### config.mk
export PLATFORM = sky130hd
export DESIGN_NAME = led_scan_scheduler_flat
export DESIGN_NICKNAME = d
export VERILOG_FILES = /design/src/rtl/led_scan_scheduler_pkg.sv /design/src/rtl/led_scan_scheduler_if.sv /design/src/rtl/led_scan_scheduler_lane_shifter.sv /design/src/rtl/led_scan_scheduler.sv /design/src/flat_wrapper.sv
export SDC_FILE = /design/constraint.sdc
export NUM_CORES = 1
export LEC_CHECK = 0
export CORE_MARGIN = 2
export CORE_UTILIZATION = 45
export CTS_CLUSTER_DIAMETER = 80
export DETAILED_ROUTE_END_ITERATION = 8
export SLEW_MARGIN = 0
export SYNTH_ARGS = -nofsm -noshare
export SYNTH_HDL_FRONTEND = slang
export SYNTH_SLANG_ARGS = --single-unit
### constraint.sdc
create_clock -name clk -period 28.2 [get_ports clk]
set_input_delay 5.64 -clock clk [delete_from_list [all_inputs] [get_ports clk]]
set_output_delay 5.64 -clock clk [all_outputs]
set_load 0.02 [all_outputs]
### src/rtl/led_scan_scheduler_pkg.sv
// led_scan_pkg: scan FSM states, lane indices and default slot timing shared by the LED scan scheduler
package led_scan_pkg;
  localparam logic [2:0] IDLE = 3'd0, LOAD = 3'd1, SHIFT = 3'd2, LATCH = 3'd3, BLANK = 3'd4;
  typedef enum logic [2:0] {
    ST_IDLE = IDLE, ST_LOAD = LOAD, ST_SHIFT = SHIFT, ST_LATCH = LATCH, ST_BLANK = BLANK
  } state_e;
  localparam int LANES = 4;
  localparam logic [1:0] LANE_A = 2'd0, LANE_B = 2'd1, LANE_C = 2'd2, LANE_D = 2'd3;
  localparam int SLOT_LEN_DEF = 1 + 32 + 1 + 3;
endpackage

### src/rtl/led_scan_scheduler_if.sv
// led_scan_if: host write port plus panel-side scan outputs of the LED scan scheduler
interface led_scan_if
  import led_scan_pkg::*;
#(
  parameter int NUM_DEV = 4,
  parameter int WORD_W = 32
);
  localparam int DW = $clog2(NUM_DEV);
  logic enable;
  logic wr_en;
  logic [DW-1:0] wr_dev;
  logic [1:0] wr_lane;
  logic [WORD_W-1:0] wr_data;
  logic [LANES-1:0] sdo;
  logic shift_en;
  logic [NUM_DEV-1:0] latch;
  logic blank;
  logic busy;
  logic [DW-1:0] cur_dev;
  logic dev_done;
  modport master (
    output enable, wr_en, wr_dev, wr_lane, wr_data,
    input sdo, shift_en, latch, blank, busy, cur_dev, dev_done
  );
  modport slave (
    input enable, wr_en, wr_dev, wr_lane, wr_data,
    output sdo, shift_en, latch, blank, busy, cur_dev, dev_done
  );
endinterface

### src/rtl/led_scan_scheduler_lane_shifter.sv
// led_lane_shifter: four parallel-load lane shift registers presenting their MSBs, shifting left with zero fill
module led_lane_shifter
  import led_scan_pkg::*;
#(
  parameter int WORD_W = 32
) (
  input  logic clk,
  input  logic rst,
  input  logic load,
  input  logic shift,
  input  logic [LANES-1:0][WORD_W-1:0] din,
  output logic [LANES-1:0] msb
);
  logic [LANES-1:0][WORD_W-1:0] sh;
  // zero fill leaves the registers clear after a full word, so sdo idles at 0 outside SHIFT
  always_ff @(posedge clk or posedge rst)
    if (rst) sh <= '0;
    else if (load) sh <= din;
    else if (shift) for (int i = 0; i < LANES; i++) sh[i] <= {sh[i][WORD_W-2:0], 1'b0};
  for (genvar i = 0; i < LANES; i++) assign msb[i] = sh[i][WORD_W-1];
endmodule

### src/rtl/led_scan_scheduler.sv
// led_scan_scheduler: round-robin LED panel refresh; define LED_SCAN_DIRTY_EN to refresh only written devices
module led_scan_scheduler
  import led_scan_pkg::*;
#(
  parameter int NUM_DEV = 4,
  parameter int WORD_W = 32,
  parameter int BLANK_CYC = 3
) (
  input logic clk,
  input logic rst,
  led_scan_if.slave bus
);
  localparam int DW = $clog2(NUM_DEV);
  localparam int CW = $clog2(WORD_W);
  localparam int BW = $clog2(BLANK_CYC + 1);
  localparam logic [CW-1:0] BIT_LAST = CW'(WORD_W - 1);
  localparam logic [BW-1:0] BLK_INIT = BW'(BLANK_CYC - 1);
  localparam logic [DW-1:0] DEV_LAST = DW'(NUM_DEV - 1);
  logic [2:0] state, nxt;
  logic [CW-1:0] bit_cnt;
  logic [BW-1:0] blk_cnt;
  logic [DW-1:0] cur_dev, dev_inc, pick;
  logic go, slot_end;
  logic [NUM_DEV-1:0][LANES-1:0][WORD_W-1:0] fb;
  logic [LANES-1:0] sdo;
  logic shift_en, blank, busy, dev_done;
  logic [NUM_DEV-1:0] latch;
  assign dev_inc = (cur_dev == DEV_LAST) ? '0 : cur_dev + 1'b1;
  assign slot_end = state == BLANK && blk_cnt == '0;
`ifdef LED_SCAN_DIRTY_EN
  logic [NUM_DEV-1:0] dirty;
  logic [DW-1:0] start, idx;
  assign start = (state == IDLE) ? cur_dev : dev_inc;
  // first dirty device at or after start, wrapping; clean devices cost no cycles
  always_comb begin
    pick = start;
    go = 1'b0;
    idx = '0;
    for (int k = 0; k < NUM_DEV; k++) begin
      idx = DW'((int'(start) + k) % NUM_DEV);
      if (!go && dirty[idx]) begin
        pick = idx;
        go = 1'b1;
      end
    end
  end
  // a write marks its device dirty and wins over the clear at that device's LOAD
  always_ff @(posedge clk or posedge rst)
    if (rst) dirty <= '0;
    else dirty <= (dirty & ~((state == LOAD) ? NUM_DEV'(1) << cur_dev : '0))
                | (bus.wr_en ? NUM_DEV'(1) << bus.wr_dev : '0);
`else
  assign pick = (state == IDLE) ? cur_dev : dev_inc;
  assign go = 1'b1;
`endif
  assign nxt = (state == IDLE)  ? ((bus.enable && go) ? LOAD : IDLE) :
               (state == LOAD)  ? SHIFT :
               (state == SHIFT) ? ((bit_cnt == BIT_LAST) ? LATCH : SHIFT) :
               (state == LATCH) ? BLANK :
               (blk_cnt != '0)  ? BLANK :
               (bus.enable && go) ? LOAD : IDLE;
  // slot sequencing, counters and outputs registered from the next state
  always_ff @(posedge clk or posedge rst)
    if (rst) begin
      state <= IDLE;
      bit_cnt <= '0;
      blk_cnt <= '0;
      cur_dev <= '0;
      shift_en <= 1'b0;
      latch <= '0;
      blank <= 1'b1;
      busy <= 1'b0;
      dev_done <= 1'b0;
    end else begin
      state <= nxt;
      bit_cnt <= (state == SHIFT) ? bit_cnt + 1'b1 : '0;
      blk_cnt <= (state == LATCH) ? BLK_INIT : (blk_cnt != '0) ? blk_cnt - 1'b1 : '0;
      cur_dev <= ((state == IDLE && nxt == LOAD) || slot_end) ? ((nxt == LOAD) ? pick : dev_inc) : cur_dev;
      shift_en <= nxt == SHIFT;
      latch <= (nxt == LATCH) ? NUM_DEV'(1) << cur_dev : '0;
      blank <= !(nxt == LOAD || nxt == SHIFT);
      busy <= nxt != IDLE;
      dev_done <= nxt == BLANK && ((state == LATCH) ? BLK_INIT == '0 : blk_cnt == BW'(1));
    end
  // host writes touch only the buffer; a write during LOAD lands after the snapshot edge
  always_ff @(posedge clk or posedge rst)
    if (rst) fb <= '0;
    else if (bus.wr_en) fb[bus.wr_dev][bus.wr_lane] <= bus.wr_data;
  led_lane_shifter #(.WORD_W(WORD_W)) u_shift (
    .clk(clk),
    .rst(rst),
    .load(state == LOAD),
    .shift(state == SHIFT),
    .din(fb[cur_dev]),
    .msb(sdo)
  );
  assign bus.sdo = sdo;
  assign bus.shift_en = shift_en;
  assign bus.latch = latch;
  assign bus.blank = blank;
  assign bus.busy = busy;
  assign bus.cur_dev = cur_dev;
  assign bus.dev_done = dev_done;
endmodule

### src/flat_wrapper.sv
// flat-port wrapper written by rule: the top's interface ports become plain ports
module led_scan_scheduler_flat import led_scan_pkg::*;
#(
  parameter int NUM_DEV = 4,
  parameter int WORD_W = 32,
  parameter int BLANK_CYC = 3
)
  (clk, rst, bus_enable, bus_wr_en, bus_wr_dev, bus_wr_lane, bus_wr_data, bus_sdo, bus_shift_en, bus_latch, bus_blank, bus_busy, bus_cur_dev, bus_dev_done);
  led_scan_if #(.NUM_DEV(NUM_DEV), .WORD_W(WORD_W)) bus_i ();
  input logic clk;
  input logic rst;
  input wire logic [$bits(bus_i.enable)-1:0] bus_enable;
  input wire logic [$bits(bus_i.wr_en)-1:0] bus_wr_en;
  input wire logic [$bits(bus_i.wr_dev)-1:0] bus_wr_dev;
  input wire logic [$bits(bus_i.wr_lane)-1:0] bus_wr_lane;
  input wire logic [$bits(bus_i.wr_data)-1:0] bus_wr_data;
  output wire logic [$bits(bus_i.sdo)-1:0] bus_sdo;
  output wire logic [$bits(bus_i.shift_en)-1:0] bus_shift_en;
  output wire logic [$bits(bus_i.latch)-1:0] bus_latch;
  output wire logic [$bits(bus_i.blank)-1:0] bus_blank;
  output wire logic [$bits(bus_i.busy)-1:0] bus_busy;
  output wire logic [$bits(bus_i.cur_dev)-1:0] bus_cur_dev;
  output wire logic [$bits(bus_i.dev_done)-1:0] bus_dev_done;
  assign bus_i.enable = bus_enable;
  assign bus_i.wr_en = bus_wr_en;
  assign bus_i.wr_dev = bus_wr_dev;
  assign bus_i.wr_lane = bus_wr_lane;
  assign bus_i.wr_data = bus_wr_data;
  assign bus_sdo = bus_i.sdo;
  assign bus_shift_en = bus_i.shift_en;
  assign bus_latch = bus_i.latch;
  assign bus_blank = bus_i.blank;
  assign bus_busy = bus_i.busy;
  assign bus_cur_dev = bus_i.cur_dev;
  assign bus_dev_done = bus_i.dev_done;
  led_scan_scheduler #(.NUM_DEV(NUM_DEV), .WORD_W(WORD_W), .BLANK_CYC(BLANK_CYC)) u_core (.clk(clk), .rst(rst), .bus(bus_i));
endmodule
==> results_dict.tcl, run 1 <==
set metrics [dict create \
    hold_path.class "flop to flop" \
    slew_viol_final 0 \
    slew_headroom 0.258 \
    die_x_um 264 \
    tightest_slew_ps 1110 \
    grt_start_max_net_pins 168 \
    postRouteAntennaNets 0 \
    synth_nets 2332 \
    syn-instance-count 2286 \
    syn_to_final_growth_pct 11.4 \
    finalCritPeriodShare 0.287 \
    antenna_found_initial 0 \
    worst-setup-path-type "primary input to asynchronous set/reset pin" \
    syn_area_per_cell_um2 13.3 \
    antenna_cells 0 \
    regArea_um2 16500 \
    crit_fanout 167 \
    ioPinCount 54 \
    postCtsSetupRepairBufs 0 \
    r2r_cells 5 \
    hold_violations 0 \
    drt-total-wl_um 75100 \
    cts_buffers 75 \
    viasPerCell 6.05 \
    startpoint_type "primary input" \
    finalSetupViolations 0 \
    rsz0062_at_grt "false" \
    grt-ovfl-total 0 \
    track_usage 0.219 \
    fin_util 0.505 \
    fin_crit_ps 8100 \
    synth_area_um2 30400 \
    drive_gt1_frac 0.384 \
    first_iter_violations 1293 \
    die_h_um 264 \
    core_area_um2 67000 \
    hpwl_um 38400 \
    p_per_area_nw_per_um2 100 \
    ir_drop_uv 85.6 \
    setup_ws_ps 20100 \
    dp_slack_ps 19370 \
    synth_flop_cell "dfrtp_1" \
    cp.arrival_ps 8690 \
    synth-edff-count 0 \
    ys_async_sr_fraction 1.00 \
    start_util 0.453 \
    synth_area_leaders "dfrtp_1, mux2_2, a22oi_1, mux2_4, mux2_1" \
    path_clk_slew_ps 60 \
    synth-seq-area-share 0.544 \
    cts_sinks 660 \
    yosysWarningCount 0 \
    fmax_mhz 123 \
    fillers 5684 \
    grt.met2_usage 0.351 \
    place_congestion 0.716 \
    synth_top_area_frac 0.543 \
    grt.busiest_layer "met2" \
    clockBufferDepth 3 \
    hold_buffers 0 \
    grt_first_pass_wirelength_um 120000 \
    grt_pass1_vias 20509 \
    cp.required_ps 28790 \
    outcome "finished, final reports clean" \
    min_path_cells 1 \
    cellLeakagePower_nw 14.7 \
    dieArea_um2 69600 \
    fin_setup_tns_ps 0 \
    first_pass_iters 5 \
    vias 19153 \
    use_met3 0.0300 \
    rows 95 \
    cts.root.buffer_cell "clkbuf_16" \
    multi_input_area_um2 13000 \
    skew_ps 18.4 \
    p_total_mw 3.40 \
    htreeDepth 3 \
    final_nets 2285 \
    synth-seq-cells 660 \
    cts_tree "built" \
    end_kind "asynchronous set/reset pin" \
    synth_top_area_cell "dfrtp_1" \
    max_cap_viol_count 0 \
    drcViolationCount 0 \
    worst_hold_slack_ps 475 \
    synth_cell_types 46 \
    port_buffers 53 \
    met1_usage 0.310 \
    cts_resized 0 \
    wire_per_inst_um 23.7 \
    insertion_delay_ps 610 \
]
worst paths after layout:
| check | from | end | slack, ps |
|---|---|---|---|
| worst max-delay path | rst | u_core.fb[360]$_DFFE_PP0P_ | 20100 |
| worst min register to register | u_core.bit_cnt[0]$_DFF_PP0_ | u_core.bit_cnt[0]$_DFF_PP0_ | 480 |
| worst min-delay path | u_core.bit_cnt[0]$_DFF_PP0_ | u_core.bit_cnt[0]$_DFF_PP0_ | 480 |
| max in group clk | u_core.bus.cur_dev[1]$_DFFE_PP0P_ | bus_cur_dev[1] | 20120 |
| min in group asynchronous | rst | u_core.fb[413]$_DFFE_PP0P_ | 5610 |
| worst max register to register | u_core.state[0]$_DFF_PP0_ | u_core.u_shift.sh[114]$_DFFE_PP0P_ | 24350 |
registers in the layout, indices dropped and copies added, names as in the netlist:
signal               flops
u_core.state             3
u_core.bus.dev_done      1
u_core.bus.latch         4
u_core.u_shift.msb       4
u_core.fb              512
u_core.u_shift.sh      124
u_core.bit_cnt           5
u_core.bus.cur_dev       2
u_core.bus.busy          1
u_core.bus.blank         1
u_core.blk_cnt           2
u_core.bus.shift_en      1
worst max-delay path: stages:
cell and delay (ps):
clkdlybuf4s50_1 490, inv_8 620, buf_12 730, buf_4 890
placed cells by master, fill, tap and decap left out, types with 2 or more instances in the layout:
master and count:
nor2_1 13, mux2_4 60, ha_1 6, and2_1 2, inv_1 3, bufinv_16 2, a32oi_1 65, nor3b_1 58
a21oi_1 4, dfrtp_4 2, a22o_1 2, nand3_2 6, nor2_4 2, and4_2 2, clkbuf_1 21, a22oi_1 125
mux2_2 646, dfrtp_1 656, and3_1 7, or3_2 2, nand3_1 123, a31oi_1 57, clkinv_2 10, clkbuf_8 17
clkdlybuf4s50_1 53, buf_4 32, nand2b_1 4, inv_6 2, clkbuf_16 77, mux2_1 61, a221o_1 4, o211ai_1 2
nand4_1 2, nor3_4 4, nor2b_1 5, mux2i_1 4, nand2_1 128, buf_12 3
Yosys cell counts, types with 2 or more instances:
library cell / instances
mux2_1: 61
mux2i_1: 4
nand3_1: 129
and2_1: 2
and3_1: 7
a31oi_1: 57
buf_6: 6
mux2_2: 646
nor2_1: 15
a21o_1: 2
nor2b_1: 6
a22o_1: 2
or3_1: 2
and4_1: 2
nand4_1: 2
a32oi_1: 65
nor3b_1: 58
nor3_2: 4
dfrtp_1: 659
a221o_1: 4
nand2b_1: 4
buf_1: 26
inv_1: 4
buf_4: 7
o211ai_1: 2
a22oi_1: 125
buf_2: 75
nand2_1: 128
clkbuf_1: 98
mux2_4: 60
a21oi_1: 4
ha_1: 6
report_power, final:
group	switching [mW]	internal, mW	total (mW)
clock	0.379	0.563	0.942
sequential	0.203	1.21	1.42
combinational	0.528	0.509	1.04
total	1.11	2.28	3.40
cell type report:
cell class	instances	area share
multi-input combinational	1408	0.384
sequential	660	0.488
tap	873	0.0323
clock buffer	115	0.0662
inverter	6	0.000924
timing repair buffer	88	0.0246
clock inverter	15	0.00410
layer usage:
layer / vias to the layer above / routed length (um)
li1: 8333 / -
met1: 10272 / 35600
met2: 445 / 34900
met3: 103 / 3130
met4: 0 / 1510
met5: - / 0
kinds of logic after synthesis:
family | after synthesis | synth area share
compound gates | 264 | 0.0656
xor+xnor | 2 | 0.000577
fa+ha+maj | 6 | 0.00247
buf+inv | 218 | 0.0324
flops | 660 | 0.544
mux | 771 | 0.293
simple gates | 365 | 0.0624
stage by stage:
| step | area (um^2) | instances |
|---|---|---|
| 6_report | 33800 | 3165 |
| 4_1_cts | 33800 | 3165 |
| 2_1_floorplan | 30400 | 2286 |
| 5_1_grt | 33800 | 3165 |
| 3_5_place_dp | 31500 | 3035 |
| 3_3_place_gp | 31500 | 3035 |
No activity file was read; power rests on OpenSTA's default activity.
==> run 2, diff against run 1 <==
==> constraint.sdc (replaced) <==
create_clock -name clk -period 7.7 [get_ports clk]
set_input_delay 1.54 -clock clk [delete_from_list [all_inputs] [get_ports clk]]
set_output_delay 1.54 -clock clk [all_outputs]
set_load 0.02 [all_outputs]
==> results_dict.tcl, run 2 (synthesized netlist as in run 1, its figures left out) <==
set metrics [dict create \
    outcome "finished, final reports clean" \
    place_congestion 0.745 \
    core_area_um2 67000 \
    crit_slowest_cell "dfrtp_4" \
    cts_tree "built" \
    dieArea_um2 69600 \
    finalCritPeriodShare 0.522 \
    multi_input_area_um2 13000 \
    antenna_cells 0 \
    layout_commonest_cell "dfrtp_1" \
    syn_to_final_growth_pct 11.7 \
    finalSetupViolations 0 \
    largest_register_ffs 512 \
    hold_path.class "flop to flop" \
    viasPerCell 5.97 \
    path_depth 1 \
    crit_chain "clkdlybuf4s50_1" \
    r2r-start "u_core.state[0]$_DFF_PP0_" \
    dp.cells 3035 \
    grt-ovfl-total 0 \
    hold_violations 0 \
    start_util 0.453 \
    critPathBufInv 1 \
    skew_ps 23.2 \
    cts_buffers 74 \
    die_h_um 264 \
    port_buffers 53 \
    regArea_um2 16500 \
    drive_gt1_frac 0.387 \
    final_cell_mix "dfrtp_1, mux2_2, nand2_1" \
    r2r-end "u_core.u_shift.sh[97]$_DFFE_PP0P_" \
    die_x_um 264 \
    cts.root.buffer_cell "clkbuf_16" \
    grt_first_pass_wirelength_um 117000 \
    hpwl_um 38600 \
    cts_sinks 660 \
    p_per_area_nw_per_um2 370 \
    hold_path_end "u_core.bit_cnt[0]$_DFF_PP0_" \
    critPathTopFamily "flip-flops" \
    max_cap_viol_count 0 \
    insertion_delay_ps 600 \
    fin_cells 3167 \
    postCtsSetupRepairBufs 0 \
    fin_crit_ps 4020 \
    min_path_cells 1 \
    fin_util 0.506 \
    tightest_slew_ps 1160 \
    rows 95 \
    slew_headroom 0.229 \
    hold_buffers 0 \
    wire_per_inst_um 22.9 \
    final_nets 2284 \
    rsz0062_at_grt "false" \
    clockBufferDepth 3 \
    hold_start "u_core.bit_cnt[0]$_DFF_PP0_" \
    path_clk_slew_ps 60 \
    fmax_mhz 249 \
    critPathMaxStageDelay_ps 1110 \
    cp.required_ps 6160 \
    largestRegisters "u_core.fb: 512 flops, u_core.u_shift.sh: 124 flops, u_core.bit_cnt: 5 flops" \
    grt_start_max_net_pins 157 \
    antenna_found_initial 0 \
    worst-setup-path-type "flop to output pin" \
    vias 18892 \
    first_iter_violations 1283 \
    ir_drop_uv 269 \
    ioPinCount 54 \
    drcViolationCount 0 \
    reg2reg_slack_ps 3740 \
    cellLeakagePower_nw 14.8 \
    fillers 5806 \
    crit_fanout 68 \
    drt-total-wl_um 72600 \
    slew_viol_final 0 \
    htreeDepth 3 \
    cp.arrival_ps 2480 \
    track_usage 0.212 \
    startpoint_type "flop" \
    first_pass_iters 5 \
    end_kind "output pin" \
    postRouteAntennaNets 0 \
    top_register "u_core.fb" \
    grt_pass1_vias 19913 \
    r2r_cells 7 \
    cts_resized 0 \
]
[run 2: cell types whose count changed in the layout (fill, tap and decap cells not counted)]
cell	previous run	this run
inv_6	2	3
bufinv_16	2	5
inv_8	1	0
clkinv_4	1	0
buf_12	3	2
buf_4	32	33
clkinv_2	10	14
clkbuf_1	21	15
clkbuf_8	17	19
[run 2: power breakdown]
| part | internal [mW] | total (mW) | switching (mW) |
|---|---|---|---|
| Clock | 2.18 | 3.58 | 1.41 |
| Sequential | 4.44 | 5.13 | 0.689 |
| Combinational | 1.87 | 3.83 | 1.96 |
| Total | 8.49 | 12.5 | 4.05 |
[run 2: how the worst max path moves through the flow]
stage                                       from                                 to  slack, ps
6_report       u_core.bus.cur_dev[1]$_DFFE_PP0P_                     bus_cur_dev[1]       3680
5_1_grt                u_core.state[0]$_DFF_PP0_  u_core.u_shift.sh[97]$_DFFE_PP0P_       3530
4_1_cts        u_core.bus.cur_dev[1]$_DFFE_PP0P_                     bus_cur_dev[1]       3590
3_5_place_dp                       bus_wr_dev[1]          u_core.fb[11]$_DFFE_PP0P_       3260
3_3_place_gp                       bus_wr_dev[1]          u_core.fb[12]$_DFFE_PP0P_       3360
2_1_floorplan                                rst        u_core.bit_cnt[0]$_DFF_PP0_      -2860
[run 2: final cells by class]
class,instances,area share
multi-input combinational,1408,0.383
inverter,6,0.000811
timing repair buffer,88,0.0241
sequential,660,0.487
clock buffer,111,0.0662
clock inverter,21,0.00712
tap,873,0.0322
[run 2: layer usage]
layer,routed length [um],track usage
met2,33000,0.332
met4,1640,0.0631
met3,3050,0.0298
met5,0,0
met1,34900,0.306
[run 2: per-stage QoR]
step                area, um^2  setup slack, ps  setup TNS, ps  total power [mW]  hold slack, ps
finish                   33900             3680              0              12.5             465
global route             33900             3530              0              13.3             498
CTS                      33900             3590              0              12.6             468
detailed placement       31400             3260              0              9.01             462
global placement         31400             3360              0              8.85             445
floorplan                30400            -2860       -1886140              7.97             431
